===== config.mk =====
export PLATFORM = sky130hd
export DESIGN_NAME = irq_encoder16
export DESIGN_NICKNAME = d
export VERILOG_FILES = /design/src/rtl/irq_pkg.sv /design/src/rtl/prio_enc16.sv /design/src/rtl/irq_encoder16.sv
export SDC_FILE = /design/constraint.sdc
export NUM_CORES = 1
export LEC_CHECK = 0
export ABC_AREA = 1
export BUFFER_PORTS_ARGS = -buffer_cell sky130_fd_sc_hd__buf_2
export CORE_MARGIN = 1.5
export CORE_UTILIZATION = 39
export DETAILED_ROUTE_END_ITERATION = 7
export PLACE_DENSITY = 0.75
export RECOVER_POWER = 25
export SETUP_SLACK_MARGIN = 0.2
export SLEW_MARGIN = 20
export SYNTH_ARGS = -nofsm -noshare
export SYNTH_HDL_FRONTEND = slang
export SYNTH_SLANG_ARGS = --single-unit

===== constraint.sdc =====
create_clock -name clk_sys -period 1.2 [get_ports clk_sys]
set_input_delay 0.12 -clock clk_sys [delete_from_list [all_inputs] [get_ports clk_sys]]
set_output_delay 0.12 -clock clk_sys [all_outputs]
set_load 0.01 [all_outputs]

===== src/rtl/irq_pkg.sv =====
// irq_pkg: shared constants, FSM state type and helpers for the 16-line
// interrupt encoder.
//   IRQ_N          number of request lines
//   IRQ_W          width of the encoded {d,c,b,a} line number
//   irq_state_t    encoder FSM states (IDLE, PRESENT, GAP)
//   code_to_onehot turns a line number into a one-hot vector in [0:IRQ_N-1]
//                  order (bit 0 = line 0), used to clear the granted pend bit
package irq_pkg;

  localparam int IRQ_N = 16;
  localparam int IRQ_W = 4;

  typedef enum logic [1:0] {
    IDLE    = 2'd0,
    PRESENT = 2'd1,
    GAP     = 2'd2
  } irq_state_t;

  function automatic logic [0:IRQ_N-1] code_to_onehot(input logic [IRQ_W-1:0] code);
    logic [0:IRQ_N-1] vec;
    vec       = '0;
    vec[code] = 1'b1;
    return vec;
  endfunction

endpackage


===== src/rtl/prio_enc16.sv =====
// prio_enc16: combinational 16-input priority encoder, lowest index wins.
//   eligible [0:15] in   candidate lines, bit i = line i
//   index    [3:0]  out  number of the lowest set line (0 when none set)
//   any             out  at least one line is set
module prio_enc16
  import irq_pkg::*;
(
  input  logic [0:IRQ_N-1] eligible,
  output logic [IRQ_W-1:0] index,
  output logic             any
);

  // Scan from the lowest-priority end so the last hit (lowest index) sticks.
  always_comb begin
    index = '0;
    for (int i = IRQ_N - 1; i >= 0; i--) begin
      if (eligible[i]) begin
        index = IRQ_W'(i);
      end
    end
  end

  assign any = |eligible;

endmodule


===== src/rtl/irq_encoder16.sv =====
// irq_encoder16: collects 16 active-low interrupt lines into a pending
// register, masks them, priority-encodes the winner into the {d,c,b,a} code
// and presents it to the CPU with an int_req/ack handshake.
//   clk_sys        system clock, rising edge
//   rst            synchronous active-high reset
//   irq_  [0:15]   active-low requests, bit 0 highest priority
//   mask  [0:15]   per-line grant enable (1 = eligible)
//   ack            CPU acknowledge pulse, honoured only while int_req=1
//   int_req        interrupt presented to CPU
//   a,b,c,d        registered line number, {d,c,b,a}, a = LSB
//   pend  [0:15]   pending register
// Build option: define IRQ_EDGE_EN for falling-edge request capture;
// otherwise requests are level sensitive.
module irq_encoder16
  import irq_pkg::*;
(
  input  logic             clk_sys,
  input  logic             rst,
  input  logic [0:IRQ_N-1] irq_,
  input  logic [0:IRQ_N-1] mask,
  input  logic             ack,
  output logic             int_req,
  output logic             a,
  output logic             b,
  output logic             c,
  output logic             d,
  output logic [0:IRQ_N-1] pend
);

  irq_state_t       state_reg, state_next;
  logic [0:IRQ_N-1] pend_reg, pend_next;
  logic [IRQ_W-1:0] code_reg, code_next;
  logic             int_req_reg;

  logic [0:IRQ_N-1] set_vec;
  logic [0:IRQ_N-1] clear_vec;
  logic [0:IRQ_N-1] eligible;
  logic [IRQ_W-1:0] win_index;
  logic             win_any;

`ifdef IRQ_EDGE_EN
  // Previous sample resets to all-ones so a line already low coming out of
  // reset still counts as a fresh falling edge.
  logic [0:IRQ_N-1] irq_prev_reg;

  always_ff @(posedge clk_sys) begin
    if (rst) begin
      irq_prev_reg <= '1;
    end else begin
      irq_prev_reg <= irq_;
    end
  end

  generate
    for (genvar gi = 0; gi < IRQ_N; gi++) begin : g_set_edge
      assign set_vec[gi] = irq_prev_reg[gi] & ~irq_[gi];
    end
  endgenerate
`else
  generate
    for (genvar gi = 0; gi < IRQ_N; gi++) begin : g_set_level
      assign set_vec[gi] = ~irq_[gi];
    end
  endgenerate
`endif

  assign eligible = pend_reg & mask;

  prio_enc16 u_prio_enc16 (
    .eligible (eligible),
    .index    (win_index),
    .any      (win_any)
  );

  always_comb begin
    state_next = state_reg;
    code_next  = code_reg;
    clear_vec  = '0;
    case (state_reg)
      IDLE: begin
        if (win_any) begin
          code_next  = win_index;
          state_next = PRESENT;
        end
      end
      PRESENT: begin
        // Code is frozen here: later arrivals only pend, mask changes on
        // the granted line do not withdraw the request.
        if (ack) begin
          clear_vec  = code_to_onehot(code_reg);
          state_next = GAP;
        end
      end
      GAP: begin
        state_next = IDLE;
      end
      default: begin
        state_next = IDLE;
      end
    endcase
    // Set is applied after clear so a request arriving on the grant's
    // clearing edge is retained.
    pend_next = (pend_reg & ~clear_vec) | set_vec;
  end

  always_ff @(posedge clk_sys) begin
    if (rst) begin
      state_reg   <= IDLE;
      pend_reg    <= '0;
      code_reg    <= '0;
      int_req_reg <= 1'b0;
    end else begin
      state_reg   <= state_next;
      pend_reg    <= pend_next;
      code_reg    <= code_next;
      int_req_reg <= (state_next == PRESENT);
    end
  end

  assign int_req = int_req_reg;
  assign pend    = pend_reg;
  assign a       = code_reg[0];
  assign b       = code_reg[1];
  assign c       = code_reg[2];
  assign d       = code_reg[3];

endmodule

== Word level (Yosys, flattened, before mapping) ==
Cells that the tools add are included.

* Output and inout bits: 21
* Word-level logic and storage cells: 56
* Bits in registers: 23

* Mux-type cells: 23
* Equality and inequality tests: 2
* Reduce and logical (&&, ||, !) cells: 4
* Bitwise logic cells: 21
* Magnitude comparators: 2

{| class="wikitable"
|+ Operators with widths
! cell !! number
|-
| $mux W4 || 16
|-
| $and A16 B16 Y16 || 2
|-
| $mux W16 || 2
|-
| $not A1 Y1 || 16
|-
| $not A16 Y16 || 1
|-
| $or A16 B16 Y16 || 1
|-
| $reduce_or A16 Y1 || 1
|-
| $ge A5 B5 Y1 const B || 1
|-
| $lt A5 B1 Y1 const B || 1
|-
| $not A4 Y5 || 1
|-
| $demux W1 S4 || 1
|-
| $eq A2 B1 Y1 const B || 2
|-
| $mux W2 || 2
|-
| $pmux W2 S2 || 1
|-
| $logic_not A2 Y1 || 1
|-
| $reduce_and A2 Y1 || 1
|-
| $logic_and A1 B1 Y1 || 1
|-
| $mux W1 || 1
|}

== Depth between registers and ports, before layout ==
* Depth after elaboration: 17
* Gate-level depth with buffers: 18
* Depth with buffers taken out: 18

== Cells and area by module ==
From an unflattened synthesis, not the netlist that was laid out.

* Cells, all modules: 206
* Area total of the unflattened synthesis: 1,222.4 µm²

{| class="wikitable"
|+ Modules (own cells, without submodules)
! module !! sequential area each (µm²) !! cells an instance !! times used !! area each (µm²)
|-
| irq_encoder16 || 460.4 || 157 || 1 || 1,013.5
|-
| prio_enc16 || 0.0 || 49 || 1 || 209.0
|}

== Worst setup path before layout ==
Ideal clock, no wire load.

* Path kind: register to register
* Start: register pend_reg, in the netlist pend[15]
* End: register code_reg[0]
* Data required time: 1,133 ps
* Arrival time: 1,216 ps
* Library setup time: 67 ps
* Clock period less this slack: 1,283 ps
* Setup slack: -83 ps
* Cell stages (with the launch flop): 19
* Cells stage by stage: dfxtp_1 > nand2_1 > inv_1 > nand2_1 > nand2_1 > nand2_1 > nand2_1 > nand2_1 > nand2_1 > nand2_1 > nand2_1 > nand2_1 > nand2_1 > nand2_1 > nand2_1 > nand2_1 > nand2_1 > nand2_1 > a21oi_2

* Cells in the longest elaborated chain, start to end: 17

{| class="wikitable"
|+ Ends and longest elaborated chain
! what !! line !! text
|-
| from (decl) || irq_encoder16.sv:31 || <nowiki>logic [0:IRQ_N-1] pend_reg, pend_next;</nowiki>
|-
| from (signal assigned) || irq_encoder16.sv:114 || <nowiki>pend_reg <= pend_next;</nowiki>
|-
| $and A16 B16 Y16 (*) || irq_encoder16.sv:67 || <nowiki>assign eligible = pend_reg & mask;</nowiki>
|-
| $mux W4 (16 in series) || prio_enc16.sv:17 || <nowiki>if (eligible[i]) begin</nowiki>
|-
| to (signal assigned) || irq_encoder16.sv:115 || <nowiki>code_reg <= code_next;</nowiki>
|-
| to (decl) || irq_encoder16.sv:32 || <nowiki>logic [IRQ_W-1:0] code_reg, code_next;</nowiki>
|}

Every way passes the cells marked *; elsewhere a longest branch is shown, timed or not.
A chain may end at the register's enable or synchronous reset.

== Worst setup path after layout ==
Same ends and word-level chain as after synthesis.

==> qor.csv <==
stage,metric,value,unit
pwr,sw frac,0.3436,
synth,synth top area cells,"dfxtp_1 45%, nand2_1 16%, a21oi_1 9.4%, o21ai_1 4.9%, o21ai_0 4.0%",
sta,skew final,0.002128,ns
cells_and_area,post-layout util,0.8035,
synth,combinational family with the most area after synthesis,simple AND/OR/NAND/NOR gates,
synth,Ys Warns,0,
worst_setup_path,Critical Path End Type,register,
route,Iter 0 DRT Violations,28,
clock_network,H-tree Lvls,1,
placed_design,pre-CTS WS,-0.1193,ns
pwr,internal power,1.326,mW
clock_network,clock buffer depth,2,
synth,"area fraction in and, or, nand and nor cells after synthesis",0.2756,
worst_setup_path,worst reg2reg startpoint,pend[15],
die,Die Span Y,53.95,um
pwr,Leak,0.9658,nW
synth,Yosys top cell by area,dfxtp_1,
pwr,Clk pwr share,0.184,
sta,Pins Over Slew Limit,0,
route,residual DRC count,0,
run_status,outcome,"finished, violations left",
synth,Synth Instances,143,
sta,RSZ-0062 raised after global routing,yes,
clock_network,total CTS buffers,3,
clock_network,CTS root buf,clkbuf_4,
global_route,first-pass GRT wire length,5837,um
synth,post-synthesis sequential area ratio,0.4549,
route,routed len/inst,15.38,um
die,boundary pin count,56,
cells_and_area,# nets final,280,
synth,adder-cell share of the synthesized area,0,
synth,post-synth top area share,0.4549,
route,Pre-Repair DR Iteration Count,4,
placed_design,dpl hpwl,2300,um
die,Die X,53.95,um
die,Starting Density,0.4086,
placed_design,dpl cells,233,
clock_network,Clock Sinks,23,
worst_setup_path,critical path type,reg -> reg,
cells_and_area,FF+latch area,489.2,sq um
worst_setup_path,largest fanout on the critical path,2,
die,core area,0.002477,sq mm
synth,Yosys reg bits,23,
worst_setup_path,crit path DAT,1.80,ns
placed_design,dpl cell area,0.001399,sq mm
die,Die Footprint,0.002910,sq mm
global_route,total track usage,0.2824,
cells_and_area,area occupied by multi-input gates,674.4,sq um
global_route,largest net degree at the start of global routing,13,
sta,Worst-Margin Slew,0.2949,ns
sta,Max Clk Rate,650.3,MHz
hold_path,HP Start,mask[0],
placed_design,RePlAce Congestion,0.8442,
synth,Post-Syn Area,0.001012,sq mm
clock_network,CTS tree,built,
route,vias,1440,
job,Max-Cap Viols,0,
run_status,violated checks,setup timing,
pwr,Flop pwr share,0.452,
hold_path,HP Class,in -> reg,
synth,post-synthesis compound-gate area fraction,0.2213,
die,cell row count,18,
clock_network,Skew-Pair Late Insertion Delay,0.31,ns
sta,# setup viols final,22,
route,Via-to-Cell Ratio,5.255,
placed_design,IO buf count,55,
synth,Post-Synth XOR/XNOR Area,0,
synth,Mapped Nets,178,
global_route,GRT overflow,0,
sta,Slew HR,0.8031,
worst_setup_path,Reg2Reg Depth,18,
cells_and_area,final std cells w/o fill,274,
cells_and_area,Filler cells,151,
cells_and_area,P&R area growth vs syn,96.66,%
pwr,Peak VDD IR,0.9440,mV
worst_setup_path,r2r setup slk,-0.34,ns
worst_setup_path,nature of the critical path startpoint,register,
synth,post-synthesis area per instance,7.078,sq um
cells_and_area,max reg flops,16,
pwr,Comb power frac,0.364,
cells_and_area,antenna cells,0,
synth,post-synthesis mux area share,0,
clock_network,Clock Pin Slew Worst Setup and Hold Paths,0.13,ns
pwr,Psw,0.6943,mW
sta,part of the cycle the worst path needs,1.281,
cells_and_area,share of cells above drive strength 1,0.6230,
sta,Final Worst Setup Slack,-0.3378,ns
hold_path,Hold Path End,code_reg[0],
route,Routed Antenna Nets,0,
pwr,pwr dens,1015,mW/mm^2
sta,min cycle time layout,1.538,ns
global_route,vias in the first global route,1364,
worst_setup_path,end of the worst register-to-register path,code_reg[0],
global_route,initial antenna violation count,0,
hold_path,hold path depth,4,
sta,Fin. Hold Viols,0,
cells_and_area,final design area excluding fillers,0.001991,sq mm
worst_setup_path,Worst Path Required,1.46,ns
route,routed wire length,4214,um
synth,Unique masters post-synth,19,
-- through the flow --
| step | hold WS [ns] | setup TNS (ns) | power, mW |
|---|---|---|---|
| detailed placement | 0.2954 | -0.2824 | 1.351 |
| global route | 0.1283 | -2.783 | 2.118 |
| floorplan | 0.2084 | -0.03646 | 1.149 |
| global placement | 0.2925 | -0.05615 | 1.333 |
| finish | 0.1256 | -1.687 | 2.021 |
| CTS | 0.09570 | -0.3504 | 1.910 |
-- synthesized netlist by cell type (all sizes together) --
library cell  instances
nand2                48
nor2                 10
clkbuf                2
nor3                  1
o21ai                18
nand4                 1
a21oi                20
a31oi                 1
dfxtp                23
inv                  11
a221oi                1
o21bai                1
nand3                 5
o31ai                 1
-- power by group through the flow --
stage	Combinational [mW]	Sequential (mW)	Clock, mW
after floorplan	0.215	0.934	0
after global routing	0.791	0.924	0.403
after CTS	0.628	0.909	0.372
after global placement	0.428	0.905	0
after detailed placement	0.441	0.910	0
final	0.735	0.914	0.371
-- cell usage in the layout (no fill, tap or decap), types with 2 or more instances in the layout --
cell type	n
a21oi_1	14
a21oi_2	6
buf_2	48
buf_4	18
buf_6	16
clkbuf_1	2
clkbuf_4	3
dfxtp_1	4
dfxtp_2	17
dfxtp_4	2
dlygate4sd3_1	16
inv_1	7
inv_2	3
nand2_1	34
nand2_2	12
nand2_4	2
nand3_4	4
nor2_1	6
nor2_2	4
o21ai_1	4
o21ai_2	14
-- critical path: stages, from the launching register on --
cell	delay, ns
dfxtp_2	0.36
nand2_2	0.07
inv_2	0.07
nand2_2	0.06
nand2_2	0.07
nand2_1	0.06
nand2_1	0.06
nand2_1	0.05
nand2_1	0.05
nand2_1	0.05
nand2_1	0.05
nand2_1	0.05
nand2_1	0.05
nand2_1	0.05
nand2_1	0.07
nand2_1	0.07
nand2_1	0.08
nand2_1	0.07
a21oi_2	0.12
-- logic make-up (layout without fill, tap and decap cells) --
| family | Yosys count | count (layout) |
|---|---|---|
| buf+inv | 13 | 114 |
| compound gates | 42 | 42 |
| simple gates | 65 | 65 |
| flops | 23 | 23 |
-- worst max-delay path by stage --
stage          cells past startpoint  slack (ns)  startpoint     endpoint
2_1_floorplan                     18       -0.04    pend[15]  code_reg[0]
3_3_place_gp                      18       -0.06    pend[15]  code_reg[0]
3_5_place_dp                      18       -0.12    pend[15]  code_reg[0]
4_1_cts                           18       -0.16    pend[15]  code_reg[0]
5_1_grt                           18       -0.45    pend[15]  code_reg[0]
6_report                          18       -0.34    pend[15]  code_reg[0]
-- layout make-up --
class,count,area share
Sequential cell,23,0.2458
Multi-Input combinational cell,107,0.3388
Tap cell,30,0.01886
Inverter,11,0.02200
Clock buffer,4,0.01320
Timing Repair Buffer,99,0.3614
-- metal layers --
metal  routed length, um  GRT usage  vias up  share of wire
met5                   0          0        -              0
met4                 136     0.1752        0          0.032
met3                 278    0.06111       17          0.066
met2                2161     0.4858       65           0.51
met1                1638     0.3138      680           0.39
li1                    -          -      678              -
-- what timing repair did --
action                     4_1_cts  5_1_grt
gates resized for setup         48       21
hold buffers                    16        0
setup endpoints to repair       29       32
buffers inserted                12        9
hold endpoints to repair        16        0
pin swaps                       12       11
(Power assumes the default switching activity.)
